$ cat src/rtl/riscv_core_hazard_ctrl_pkg.sv
// riscv_core_hazard_pkg: FSM encoding and default widths shared by the hazard controller files.
package riscv_core_hazard_pkg;
  localparam int DEF_W_REG_ADDR = 5;
  localparam int DEF_MDU_MAX_CYC = 80;
  localparam int DEF_W_MDU_CNT = 7;
  localparam logic [DEF_W_REG_ADDR-1:0] REG_X0 = '0;
  typedef enum logic {S_RUN = 1'b0, S_MDU_BUSY = 1'b1} state_e;
endpackage

$ cat src/rtl/riscv_core_hazard_ctrl_if.sv
// riscv_core_hazard_ctrl_if: pipeline-side hazard inputs and per-register hold/clear controls.
interface riscv_core_hazard_ctrl_if
  import riscv_core_hazard_pkg::*;
#(
  parameter int W_REG_ADDR = DEF_W_REG_ADDR
);
  logic [W_REG_ADDR-1:0] i_id_rs1_addr, i_id_rs2_addr, i_ex_rd_addr;
  logic i_id_rs1_used, i_id_rs2_used, i_ex_mem_read, i_ex_redirect;
  logic i_ex_mdu_start, i_mdu_done, i_imem_stall, i_dmem_stall;
  logic o_pc_en_n, o_ifid_en_n, o_idex_en_n, o_exmem_en_n, o_memwb_en_n;
  logic o_ifid_clr, o_idex_clr, o_exmem_clr, o_memwb_clr, o_mdu_timeout;
  logic [31:0] o_perf_stall_cnt, o_perf_flush_cnt;
  modport master (
    output i_id_rs1_addr, i_id_rs2_addr, i_ex_rd_addr, i_id_rs1_used, i_id_rs2_used,
           i_ex_mem_read, i_ex_redirect, i_ex_mdu_start, i_mdu_done, i_imem_stall, i_dmem_stall,
    input  o_pc_en_n, o_ifid_en_n, o_idex_en_n, o_exmem_en_n, o_memwb_en_n,
           o_ifid_clr, o_idex_clr, o_exmem_clr, o_memwb_clr, o_mdu_timeout,
           o_perf_stall_cnt, o_perf_flush_cnt
  );
  modport slave (
    input  i_id_rs1_addr, i_id_rs2_addr, i_ex_rd_addr, i_id_rs1_used, i_id_rs2_used,
           i_ex_mem_read, i_ex_redirect, i_ex_mdu_start, i_mdu_done, i_imem_stall, i_dmem_stall,
    output o_pc_en_n, o_ifid_en_n, o_idex_en_n, o_exmem_en_n, o_memwb_en_n,
           o_ifid_clr, o_idex_clr, o_exmem_clr, o_memwb_clr, o_mdu_timeout,
           o_perf_stall_cnt, o_perf_flush_cnt
  );
endinterface

$ cat src/rtl/riscv_core_hazard_ctrl_mdu_fsm.sv
// riscv_core_hazard_mdu_fsm: tracks MUL/DIV occupancy; a watchdog aborts an op that never completes.
module riscv_core_hazard_mdu_fsm
  import riscv_core_hazard_pkg::*;
#(
  parameter int P_MDU_MAX_CYC = DEF_MDU_MAX_CYC,
  parameter int W_MDU_CNT = DEF_W_MDU_CNT
) (
  input  logic i_pipe_clk,
  input  logic i_pipe_rst_n,
  input  logic start_i,
  input  logic done_i,
  output logic busy_o,
  output logic release_o,
  output logic timeout_o
);
  localparam logic [W_MDU_CNT-1:0] CNT_LAST = W_MDU_CNT'(P_MDU_MAX_CYC - 1);
  state_e state_q, state_d;
  logic [W_MDU_CNT-1:0] cnt_q, cnt_d;
  logic to_q, to_d, wd;
  assign busy_o = state_q == S_MDU_BUSY;
  assign release_o = busy_o & done_i;
  assign timeout_o = to_q;
  // Watchdog fires on the last allowed busy cycle only when the result has not arrived.
  assign wd = busy_o & ~done_i & (cnt_q == CNT_LAST);
  always_comb begin
    state_d = state_q;
    cnt_d = '0;
    to_d = to_q | wd;
    state_d = busy_o ? ((release_o | wd) ? S_RUN : S_MDU_BUSY) : (start_i ? S_MDU_BUSY : S_RUN);
    cnt_d = (busy_o & ~release_o & ~wd) ? cnt_q + 1'b1 : '0;
  end
  always_ff @(posedge i_pipe_clk or negedge i_pipe_rst_n)
    if (!i_pipe_rst_n) begin
      state_q <= S_RUN;
      cnt_q <= '0;
      to_q <= 1'b0;
    end else begin
      state_q <= state_d;
      cnt_q <= cnt_d;
      to_q <= to_d;
    end
endmodule

$ cat src/rtl/riscv_core_hazard_ctrl.sv
// riscv_core_hazard_ctrl: pipeline stall/flush controller; RISCV_HAZARD_PERF_EN adds stall/flush counters.
module riscv_core_hazard_ctrl
  import riscv_core_hazard_pkg::*;
#(
  parameter int W_REG_ADDR = DEF_W_REG_ADDR,
  parameter int P_MDU_MAX_CYC = DEF_MDU_MAX_CYC,
  parameter int W_MDU_CNT = DEF_W_MDU_CNT
) (
  input logic i_pipe_clk,
  input logic i_pipe_rst_n,
  riscv_core_hazard_ctrl_if.slave hz
);
  logic busy, rel, start, lu;
  logic [4:0] en_n;
  logic [3:0] clr;
  assign start = ~busy & ~hz.i_dmem_stall & hz.i_ex_mdu_start;
  assign lu = hz.i_ex_mem_read & (hz.i_ex_rd_addr != W_REG_ADDR'(REG_X0)) &
              ((hz.i_id_rs1_used & (hz.i_id_rs1_addr == hz.i_ex_rd_addr)) |
               (hz.i_id_rs2_used & (hz.i_id_rs2_addr == hz.i_ex_rd_addr)));
  riscv_core_hazard_mdu_fsm #(.P_MDU_MAX_CYC(P_MDU_MAX_CYC), .W_MDU_CNT(W_MDU_CNT)) u_mdu (
    .i_pipe_clk(i_pipe_clk), .i_pipe_rst_n(i_pipe_rst_n), .start_i(start), .done_i(hz.i_mdu_done),
    .busy_o(busy), .release_o(rel), .timeout_o(hz.o_mdu_timeout)
  );
  // en_n = {pc, ifid, idex, exmem, memwb}; clr = {ifid, idex, exmem, memwb}
  always_comb begin
    en_n = '0;
    clr = '0;
    if (busy) begin
      en_n = {3'b111, hz.i_dmem_stall, 1'b0};
      clr = {2'b00, ~rel, hz.i_dmem_stall};
    end else if (hz.i_dmem_stall) begin
      en_n = 5'b11110;
      clr = 4'b0001;
    end else if (hz.i_ex_mdu_start) begin
      en_n = 5'b11100;
      clr = 4'b0010;
    end else if (hz.i_ex_redirect) begin
      clr = 4'b1100;
    end else if (lu) begin
      en_n = 5'b11000;
      clr = 4'b0100;
    end else if (hz.i_imem_stall) begin
      en_n = 5'b10000;
      clr = 4'b1000;
    end
  end
  assign {hz.o_pc_en_n, hz.o_ifid_en_n, hz.o_idex_en_n, hz.o_exmem_en_n, hz.o_memwb_en_n} = en_n;
  assign {hz.o_ifid_clr, hz.o_idex_clr, hz.o_exmem_clr, hz.o_memwb_clr} = clr;
`ifdef RISCV_HAZARD_PERF_EN
  logic [31:0] stall_q, flush_q;
  logic redir_ok;
  assign redir_ok = ~busy & ~hz.i_dmem_stall & ~hz.i_ex_mdu_start & hz.i_ex_redirect;
  always_ff @(posedge i_pipe_clk or negedge i_pipe_rst_n)
    if (!i_pipe_rst_n) begin
      stall_q <= '0;
      flush_q <= '0;
    end else begin
      stall_q <= stall_q + 32'(en_n[4]);
      flush_q <= flush_q + 32'(redir_ok);
    end
  assign hz.o_perf_stall_cnt = stall_q;
  assign hz.o_perf_flush_cnt = flush_q;
`else
  assign hz.o_perf_stall_cnt = '0;
  assign hz.o_perf_flush_cnt = '0;
`endif
endmodule

$ cat src/flat_wrapper.sv
// flat-port wrapper written by rule: the top's interface ports become plain ports
module riscv_core_hazard_ctrl_flat import riscv_core_hazard_pkg::*;
#(
  parameter int W_REG_ADDR = DEF_W_REG_ADDR,
  parameter int P_MDU_MAX_CYC = DEF_MDU_MAX_CYC,
  parameter int W_MDU_CNT = DEF_W_MDU_CNT
)
  (i_pipe_clk, i_pipe_rst_n, hz_i_id_rs1_addr, hz_i_id_rs2_addr, hz_i_ex_rd_addr, hz_i_id_rs1_used, hz_i_id_rs2_used, hz_i_ex_mem_read, hz_i_ex_redirect, hz_i_ex_mdu_start, hz_i_mdu_done, hz_i_imem_stall, hz_i_dmem_stall, hz_o_pc_en_n, hz_o_ifid_en_n, hz_o_idex_en_n, hz_o_exmem_en_n, hz_o_memwb_en_n, hz_o_ifid_clr, hz_o_idex_clr, hz_o_exmem_clr, hz_o_memwb_clr, hz_o_mdu_timeout, hz_o_perf_stall_cnt, hz_o_perf_flush_cnt);
  riscv_core_hazard_ctrl_if #(.W_REG_ADDR(W_REG_ADDR)) hz_i ();
  input logic i_pipe_clk;
  input logic i_pipe_rst_n;
  input wire logic [$bits(hz_i.i_id_rs1_addr)-1:0] hz_i_id_rs1_addr;
  input wire logic [$bits(hz_i.i_id_rs2_addr)-1:0] hz_i_id_rs2_addr;
  input wire logic [$bits(hz_i.i_ex_rd_addr)-1:0] hz_i_ex_rd_addr;
  input wire logic [$bits(hz_i.i_id_rs1_used)-1:0] hz_i_id_rs1_used;
  input wire logic [$bits(hz_i.i_id_rs2_used)-1:0] hz_i_id_rs2_used;
  input wire logic [$bits(hz_i.i_ex_mem_read)-1:0] hz_i_ex_mem_read;
  input wire logic [$bits(hz_i.i_ex_redirect)-1:0] hz_i_ex_redirect;
  input wire logic [$bits(hz_i.i_ex_mdu_start)-1:0] hz_i_ex_mdu_start;
  input wire logic [$bits(hz_i.i_mdu_done)-1:0] hz_i_mdu_done;
  input wire logic [$bits(hz_i.i_imem_stall)-1:0] hz_i_imem_stall;
  input wire logic [$bits(hz_i.i_dmem_stall)-1:0] hz_i_dmem_stall;
  output wire logic [$bits(hz_i.o_pc_en_n)-1:0] hz_o_pc_en_n;
  output wire logic [$bits(hz_i.o_ifid_en_n)-1:0] hz_o_ifid_en_n;
  output wire logic [$bits(hz_i.o_idex_en_n)-1:0] hz_o_idex_en_n;
  output wire logic [$bits(hz_i.o_exmem_en_n)-1:0] hz_o_exmem_en_n;
  output wire logic [$bits(hz_i.o_memwb_en_n)-1:0] hz_o_memwb_en_n;
  output wire logic [$bits(hz_i.o_ifid_clr)-1:0] hz_o_ifid_clr;
  output wire logic [$bits(hz_i.o_idex_clr)-1:0] hz_o_idex_clr;
  output wire logic [$bits(hz_i.o_exmem_clr)-1:0] hz_o_exmem_clr;
  output wire logic [$bits(hz_i.o_memwb_clr)-1:0] hz_o_memwb_clr;
  output wire logic [$bits(hz_i.o_mdu_timeout)-1:0] hz_o_mdu_timeout;
  output wire logic [$bits(hz_i.o_perf_stall_cnt)-1:0] hz_o_perf_stall_cnt;
  output wire logic [$bits(hz_i.o_perf_flush_cnt)-1:0] hz_o_perf_flush_cnt;
  assign hz_i.i_id_rs1_addr = hz_i_id_rs1_addr;
  assign hz_i.i_id_rs2_addr = hz_i_id_rs2_addr;
  assign hz_i.i_ex_rd_addr = hz_i_ex_rd_addr;
  assign hz_i.i_id_rs1_used = hz_i_id_rs1_used;
  assign hz_i.i_id_rs2_used = hz_i_id_rs2_used;
  assign hz_i.i_ex_mem_read = hz_i_ex_mem_read;
  assign hz_i.i_ex_redirect = hz_i_ex_redirect;
  assign hz_i.i_ex_mdu_start = hz_i_ex_mdu_start;
  assign hz_i.i_mdu_done = hz_i_mdu_done;
  assign hz_i.i_imem_stall = hz_i_imem_stall;
  assign hz_i.i_dmem_stall = hz_i_dmem_stall;
  assign hz_o_pc_en_n = hz_i.o_pc_en_n;
  assign hz_o_ifid_en_n = hz_i.o_ifid_en_n;
  assign hz_o_idex_en_n = hz_i.o_idex_en_n;
  assign hz_o_exmem_en_n = hz_i.o_exmem_en_n;
  assign hz_o_memwb_en_n = hz_i.o_memwb_en_n;
  assign hz_o_ifid_clr = hz_i.o_ifid_clr;
  assign hz_o_idex_clr = hz_i.o_idex_clr;
  assign hz_o_exmem_clr = hz_i.o_exmem_clr;
  assign hz_o_memwb_clr = hz_i.o_memwb_clr;
  assign hz_o_mdu_timeout = hz_i.o_mdu_timeout;
  assign hz_o_perf_stall_cnt = hz_i.o_perf_stall_cnt;
  assign hz_o_perf_flush_cnt = hz_i.o_perf_flush_cnt;
  riscv_core_hazard_ctrl #(.W_REG_ADDR(W_REG_ADDR), .P_MDU_MAX_CYC(P_MDU_MAX_CYC), .W_MDU_CNT(W_MDU_CNT)) u_core (.i_pipe_clk(i_pipe_clk), .i_pipe_rst_n(i_pipe_rst_n), .hz(hz_i));
endmodule
$ cat config.mk
export PLATFORM = sky130hd
export DESIGN_NAME = riscv_core_hazard_ctrl_flat
export DESIGN_NICKNAME = d
export VERILOG_FILES = /design/src/rtl/riscv_core_hazard_ctrl_pkg.sv /design/src/rtl/riscv_core_hazard_ctrl_if.sv /design/src/rtl/riscv_core_hazard_ctrl_mdu_fsm.sv /design/src/rtl/riscv_core_hazard_ctrl.sv /design/src/flat_wrapper.sv
export SDC_FILE = /design/constraint.sdc
export NUM_CORES = 1
export LEC_CHECK = 0
export CAP_MARGIN = 25
export CORE_ASPECT_RATIO = 1.2
export CORE_MARGIN = 5
export CORE_UTILIZATION = 30
export DETAILED_ROUTE_END_ITERATION = 12
export PLACE_DENSITY = 0.88
export SLEW_MARGIN = 10
export SYNTH_ARGS = -nofsm -noshare
export SYNTH_HDL_FRONTEND = slang
export SYNTH_SLANG_ARGS = --single-unit
$ cat constraint.sdc
create_clock -name i_pipe_clk -period 3.4 [get_ports i_pipe_clk]
set_input_delay 0.85 -clock i_pipe_clk [delete_from_list [all_inputs] [get_ports i_pipe_clk]]
set_output_delay 0.85 -clock i_pipe_clk [all_outputs]
set_load 0.02 [all_outputs]
-- Word-level counts from Yosys, hierarchy flattened
Cells that the tools add are included.
W data, S select, Z words.
- bits in writable memories: 0
- register bits: 9
- latch bits: 0
- memory bits (read-only): 0
- memories: 0
- output and inout port bits: 74
- divide/modulo/power cells: 0
- $lt $le $gt $ge: 0
- bitwise operators: 19
- shift operators: 0
- equality and inequality tests: 3
- reductions and logical operators: 1
- $mul: 0
- multiplexer cells: 16
- add/subtract/negate cells: 1
- operator list (kind ; number):
    $mux W5 ; 6
    $mux W4 ; 6
    $and A1 B1 Y1 ; 11
    $eq A5 B5 Y1 ; 2
    $add A7 B1 Y7 const B ; 1
    $eq A7 B7 Y1 const B ; 1
    $mux W7 ; 1
    $not A1 Y1 ; 5
    $reduce_bool A5 Y1 ; 1
    $mux W1 ; 3
    $or A1 B1 Y1 ; 3

-- Logic depth before layout (Yosys ltp)
- word-level depth: 9
- depth in mapped cells: 5
- mapped depth without buffers: 5

-- Hierarchy
From an unflattened synthesis, not the netlist that was laid out.
- cells, all modules: 141
- area, all modules: 1166.1 sq um
- by module, submodules not included (module ; times used ; seq. area each (sq um) ; area each (sq um) ; cells each):
    riscv_core_hazard_ctrl ; 1 ; 0.0 ; 719.4 ; 99
    riscv_core_hazard_mdu_fsm ; 1 ; 225.2 ; 446.7 ; 42

-- Worst setup path after synthesis
OpenSTA, ideal clock, no wires.
- path kind: in2out
- from: in hz_i_id_rs1_addr[3]
- to: out hz_o_idex_clr
- arrival: 2.016 ns
- required time: 2.550 ns
- path buffers: 0
- setup slack: 0.534 ns
- stages on the path: 4
- cell sequence: xor2_1 nor4_1 a32oi_1 o31ai_1
- cells in the longest elaborated chain, start to end: 9
- ends and longest elaborated chain (what ; RTL line ; RTL):
    start, declared ; flat_wrapper.sv:12 ; input wire logic [$bits(hz_i.i_id_rs1_addr)-1:0] hz_i_id_rs1_addr;
    $eq A5 B5 Y1 ; riscv_core_hazard_ctrl.sv:18 ; ((hz.i_id_rs1_used & (hz.i_id_rs1_addr == hz.i_ex_rd_addr)) |
    $and A1 B1 Y1 ; riscv_core_hazard_ctrl.sv:18 ;
    $or A1 B1 Y1 ; riscv_core_hazard_ctrl.sv:18 ;
    $and A1 B1 Y1 ; riscv_core_hazard_ctrl.sv:17 ; assign lu = hz.i_ex_mem_read & (hz.i_ex_rd_addr != W_REG_ADDR'(REG_X0)) &
    $mux W4 ; riscv_core_hazard_ctrl.sv:39 ; end else if (lu) begin
    $mux W4 ; riscv_core_hazard_ctrl.sv:37 ; end else if (hz.i_ex_redirect) begin
    $mux W4 ; riscv_core_hazard_ctrl.sv:34 ; end else if (hz.i_ex_mdu_start) begin
    $mux W4 ; riscv_core_hazard_ctrl.sv:31 ; end else if (hz.i_dmem_stall) begin
    $mux W4 ; riscv_core_hazard_ctrl.sv:28 ; if (busy) begin
    end, declared ; flat_wrapper.sv:29 ; output wire logic [$bits(hz_i.o_idex_clr)-1:0] hz_o_idex_clr;
No other way between the ends.

-- Worst setup path in the final report
- from: in hz_i_ex_rd_addr[4]
- to: out hz_o_idex_clr
- cells in the longest elaborated chain, start to end: 9
- ends and longest elaborated chain (what ; RTL line ; RTL):
    start, declared ; flat_wrapper.sv:14 ; input wire logic [$bits(hz_i.i_ex_rd_addr)-1:0] hz_i_ex_rd_addr;
    $eq A5 B5 Y1 (on tied branches) ; riscv_core_hazard_ctrl.sv:18, riscv_core_hazard_ctrl.sv:19 ;
    $and A1 B1 Y1 (on tied branches) ; riscv_core_hazard_ctrl.sv:18, riscv_core_hazard_ctrl.sv:19 ;
    $or A1 B1 Y1 ; riscv_core_hazard_ctrl.sv:18 ;
    $and A1 B1 Y1 (*) ; riscv_core_hazard_ctrl.sv:17 ;
    $mux W4 (*) ; riscv_core_hazard_ctrl.sv:39 ;
    $mux W4 (*) ; riscv_core_hazard_ctrl.sv:37 ;
    $mux W4 (*) ; riscv_core_hazard_ctrl.sv:34 ;
    $mux W4 (*) ; riscv_core_hazard_ctrl.sv:31 ;
    $mux W4 (*) ; riscv_core_hazard_ctrl.sv:28 ;
Mark *: on every way between the ends. The rest lies on a longest branch, timed or not.

==> summary.txt <==
Setup path
  – Slowest CP cell: clkdlybuf4s50_1
  – CP delay by family, top: buffers and inverters
  – Worst Path Buf+Inv: 2
  – Critical Path AT: 2.46 ns
  – Worst path cell trace: clkdlybuf4s50_1 > xor2_1 > nor4_1 > a32oi_2 > o31ai_1 > buf_2
  – Crit path max fanout: 4
  – Crit path capture type: output pin
  – Worst setup SP type: input pin
  – WP data required: 2.55 ns
  – Crit-path max cell delay: around 0.46 ns
  – Setup CP Type: in2out

Route
  – Final WL: around 2.1 mm
  – Vias: between 700 and 800
  – Antenna viol nets, final: 0
  – Drt first pass iters: 2
  – DRT iter0 DRCs: 10
  – Vias/cell: about 3.6
  – Wire per inst: 10.0 um
  – Post-route DRC: 0

Yosys
  – Synth cell types: 28
  – FFs w/ async S/R, synth: 100%
  – Yosys top cell area share: between 40% and 50%
  – Number of synthesized flops with an enable pin: 0
  – Synthesized area: between 1000 and 1500 um2
  – Cells after Synth: between 100 and 150
  – Largest area contributor in the netlist: buf_4
  – Avg Inst Size Synth: just over 8 um2
  – Synth Warn #: 0
  – Top cells by area, synth: buf_4 (46%), dfrtp_1 (21%), xor2_1 (8.0%)
  – Top_reg_cell synth: dfrtp_1
  – Most frequent cell after synthesis: buf_4
  – Seq/Total Area, Yosys: between 20% and 30%
  – #FFs+latches synth: 9
  – Synth cell count leaders: buf_4 (67), xor2_1 (10), dfrtp_1 (9), nor2_1 (9)

Global routing
  – Antenna violations before repair: 0
  – First-pass GRT wire length: around 3 mm
  – Vias in the first global route: around 690
  – Pin count of the biggest net entering global routing: 10
  – GRT Total Usage: under 10%
  – Remaining global-route overflow: 0

Timing
  – Maximum clock frequency: between 300 and 400 MHz
  – Final Hold Viols: 0
  – Final worst setup slack: a little under 0.09 ns
  – Final min period: ~3.3 ns
  – Final setup viols: 0
  – Final period util: 97.4%
  – Fin. max-slew vios: 0
  – Min Hold Slack: roughly 0.47 ns
  – Final clock skew: 0.00124 ns

CTS
  – Hold-fix buffers, CTS: 0
  – Clock-pin slew on the worst setup and hold paths: around 0.040 ns
  – Clk root buf: clkbuf_8
  – Num Clock Sinks: 9
  – TritonCTS Buffers: 3
  – Worst-Skew Late Latency: about 0.23 ns
  – CTS tree: built
  – Total setup buffers inserted after CTS: 0
  – CTS H-tree lvls: 1
  – CTS Buffer Depth: 2

Power
  – Leak: between 0.6 and 0.7 nW
  – Max VDD drop: about 270 uV
  – Pwr/cell area: between 200 and 300 nW/um2

Die
  – Die Y: roughly 76 um
  – Die area: slightly below 5000 um2
  – Initial Util: a little under a third
  – Die W: 65.2 um
  – Core ar.: 3570 um2
  – Ports: a little under 100
  – Row cnt: 24

Placed design
  – DPL Wire Length: between 1.5 and 2 mm
  – Setup WS pre-CTS: -0.441 ns
  – Cell Area, Placed: around 1300 um2
  – Port bufs: 33
  – Final GP Congestion: roughly 0.74

Layout
  – Fillers: around 380
  – Area growth syn-to-layout: 18.2%
  – Core Util, Final: roughly 36%
  – Diodes inserted: 0
  – Nets@finish: 201
  – Design area: about 1300 um2
  – Ratio of cells with drive above 1 in the final layout: a little over a tenth

Job
  – Max_cap viols: 0

Status
  – Status: finished, final reports clean

Worst hold path
  – Worst hold path type: reg2reg
-- cells by family (layout without fill, tap and decap cells) --
| logic type | count (synthesis) | in the layout | share of synthesized area [%] |
|---|---|---|---|
| AOI/OAI and AO/OA | 11 | 11 | 6.39 |
| xor gates and xnor gates | 14 | 14 | 11.2 |
| adders and majority gates | 1 | 1 | 1.14 |
| buffers and inverters | 70 | 46 | 46.9 |
| DFF | 9 | 9 | 20.5 |
| other | 1 | 65 | 0.342 |
| and+or+nand+nor | 28 | 28 | 13.6 |
-- routing by layer --
metal | part of all wire, % | GRT usage (%)
met1 | 32 | 7.44
met2 | 53 | 14.3
met3 | 14 | 1.62
met4 | 1.8 | 4.36
met5 | 0 | 0
-- what timing repair did --
action | in CTS | in global routing
gates resized for setup | 17 | 5
pin swaps | 1 | 0
hold endpoints to repair | 0 | 0
setup endpoints to repair | 4 | 3
-- layout make-up --
| type | count | area [um2] | area share (%) |
|---|---|---|---|
| inverter | 3 | 11.3 | 0.868 |
| clock buffer | 4 | 45.0 | 3.47 |
| tap | 39 | 48.8 | 3.76 |
| sequential | 9 | 225 | 17.4 |
| multi-input combinational | 119 | 612 | 47.2 |
| timing repair buffer | 39 | 355 | 27.4 |
-- power by group --
part	total (W)	switching [W]	leakage [nW]	internal, W
combinational	0.000149	0.000101	0.507	0.0000483
sequential	0.000112	0.00000225	0.124	0.000110
clock	0.000122	0.0000403	0.0228	0.0000815
-- cells in the final DEF, fill, tap and decap left out --
cell	count
buf_2	4
or3b_2	1
nor2b_1	2
o21bai_1	1
xnor2_1	4
o21ai_0	2
o31ai_1	1
ha_1	1
a21oi_1	2
nand3_1	2
o21a_1	1
nand2b_1	1
conb_1	65
o21ai_1	2
clkbuf_8	3
or2b_2	1
nor4_2	1
o21ai_2	1
clkbuf_1	1
buf_4	6
inv_1	3
and3_1	1
dfrtp_1	9
clkdlybuf4s50_1	29
a32oi_2	1
xor2_1	10
nand2_1	4
and2_0	1
nor2_1	9
nor4_1	1
nor3_1	1
or4_1	1
nor3b_1	1
nand2b_2	1
-- metrics by stage --
step                power [W]  setup TNS, ns  cells
floorplan            0.000264              0    198
global placement     0.000260          -1.24    209
detailed placement   0.000261          -1.51    209
CTS                  0.000386        -0.0137    213
global route         0.000407       -0.00885    213
finish               0.000383              0    213
-- state kept, by name (all words and copies together) (netlist names) --
| register | flops |
|---|---|
| u_core.u_mdu.busy_o | 1 |
| u_core.u_mdu.cnt_q | 7 |
| u_core.u_mdu.timeout_o | 1 |
-- path summary, 6_finish.rpt --
path                                             from                     to  slack (ns)  cells after the start
worst max register to register  u_core.u_mdu.cnt_q[0]    u_core.u_mdu.busy_o        1.84                      5
worst min register to register  u_core.u_mdu.cnt_q[0]  u_core.u_mdu.cnt_q[0]        0.47                      1
min in group asynchronous                i_pipe_rst_n  u_core.u_mdu.cnt_q[1]        0.90                      1
worst min-delay path            u_core.u_mdu.cnt_q[0]  u_core.u_mdu.cnt_q[0]        0.47                      1
max in group asynchronous                i_pipe_rst_n  u_core.u_mdu.cnt_q[6]        2.23                      1
worst max-delay path               hz_i_ex_rd_addr[4]          hz_o_idex_clr        0.09                      6
No activity file was read; power rests on OpenSTA's default activity.
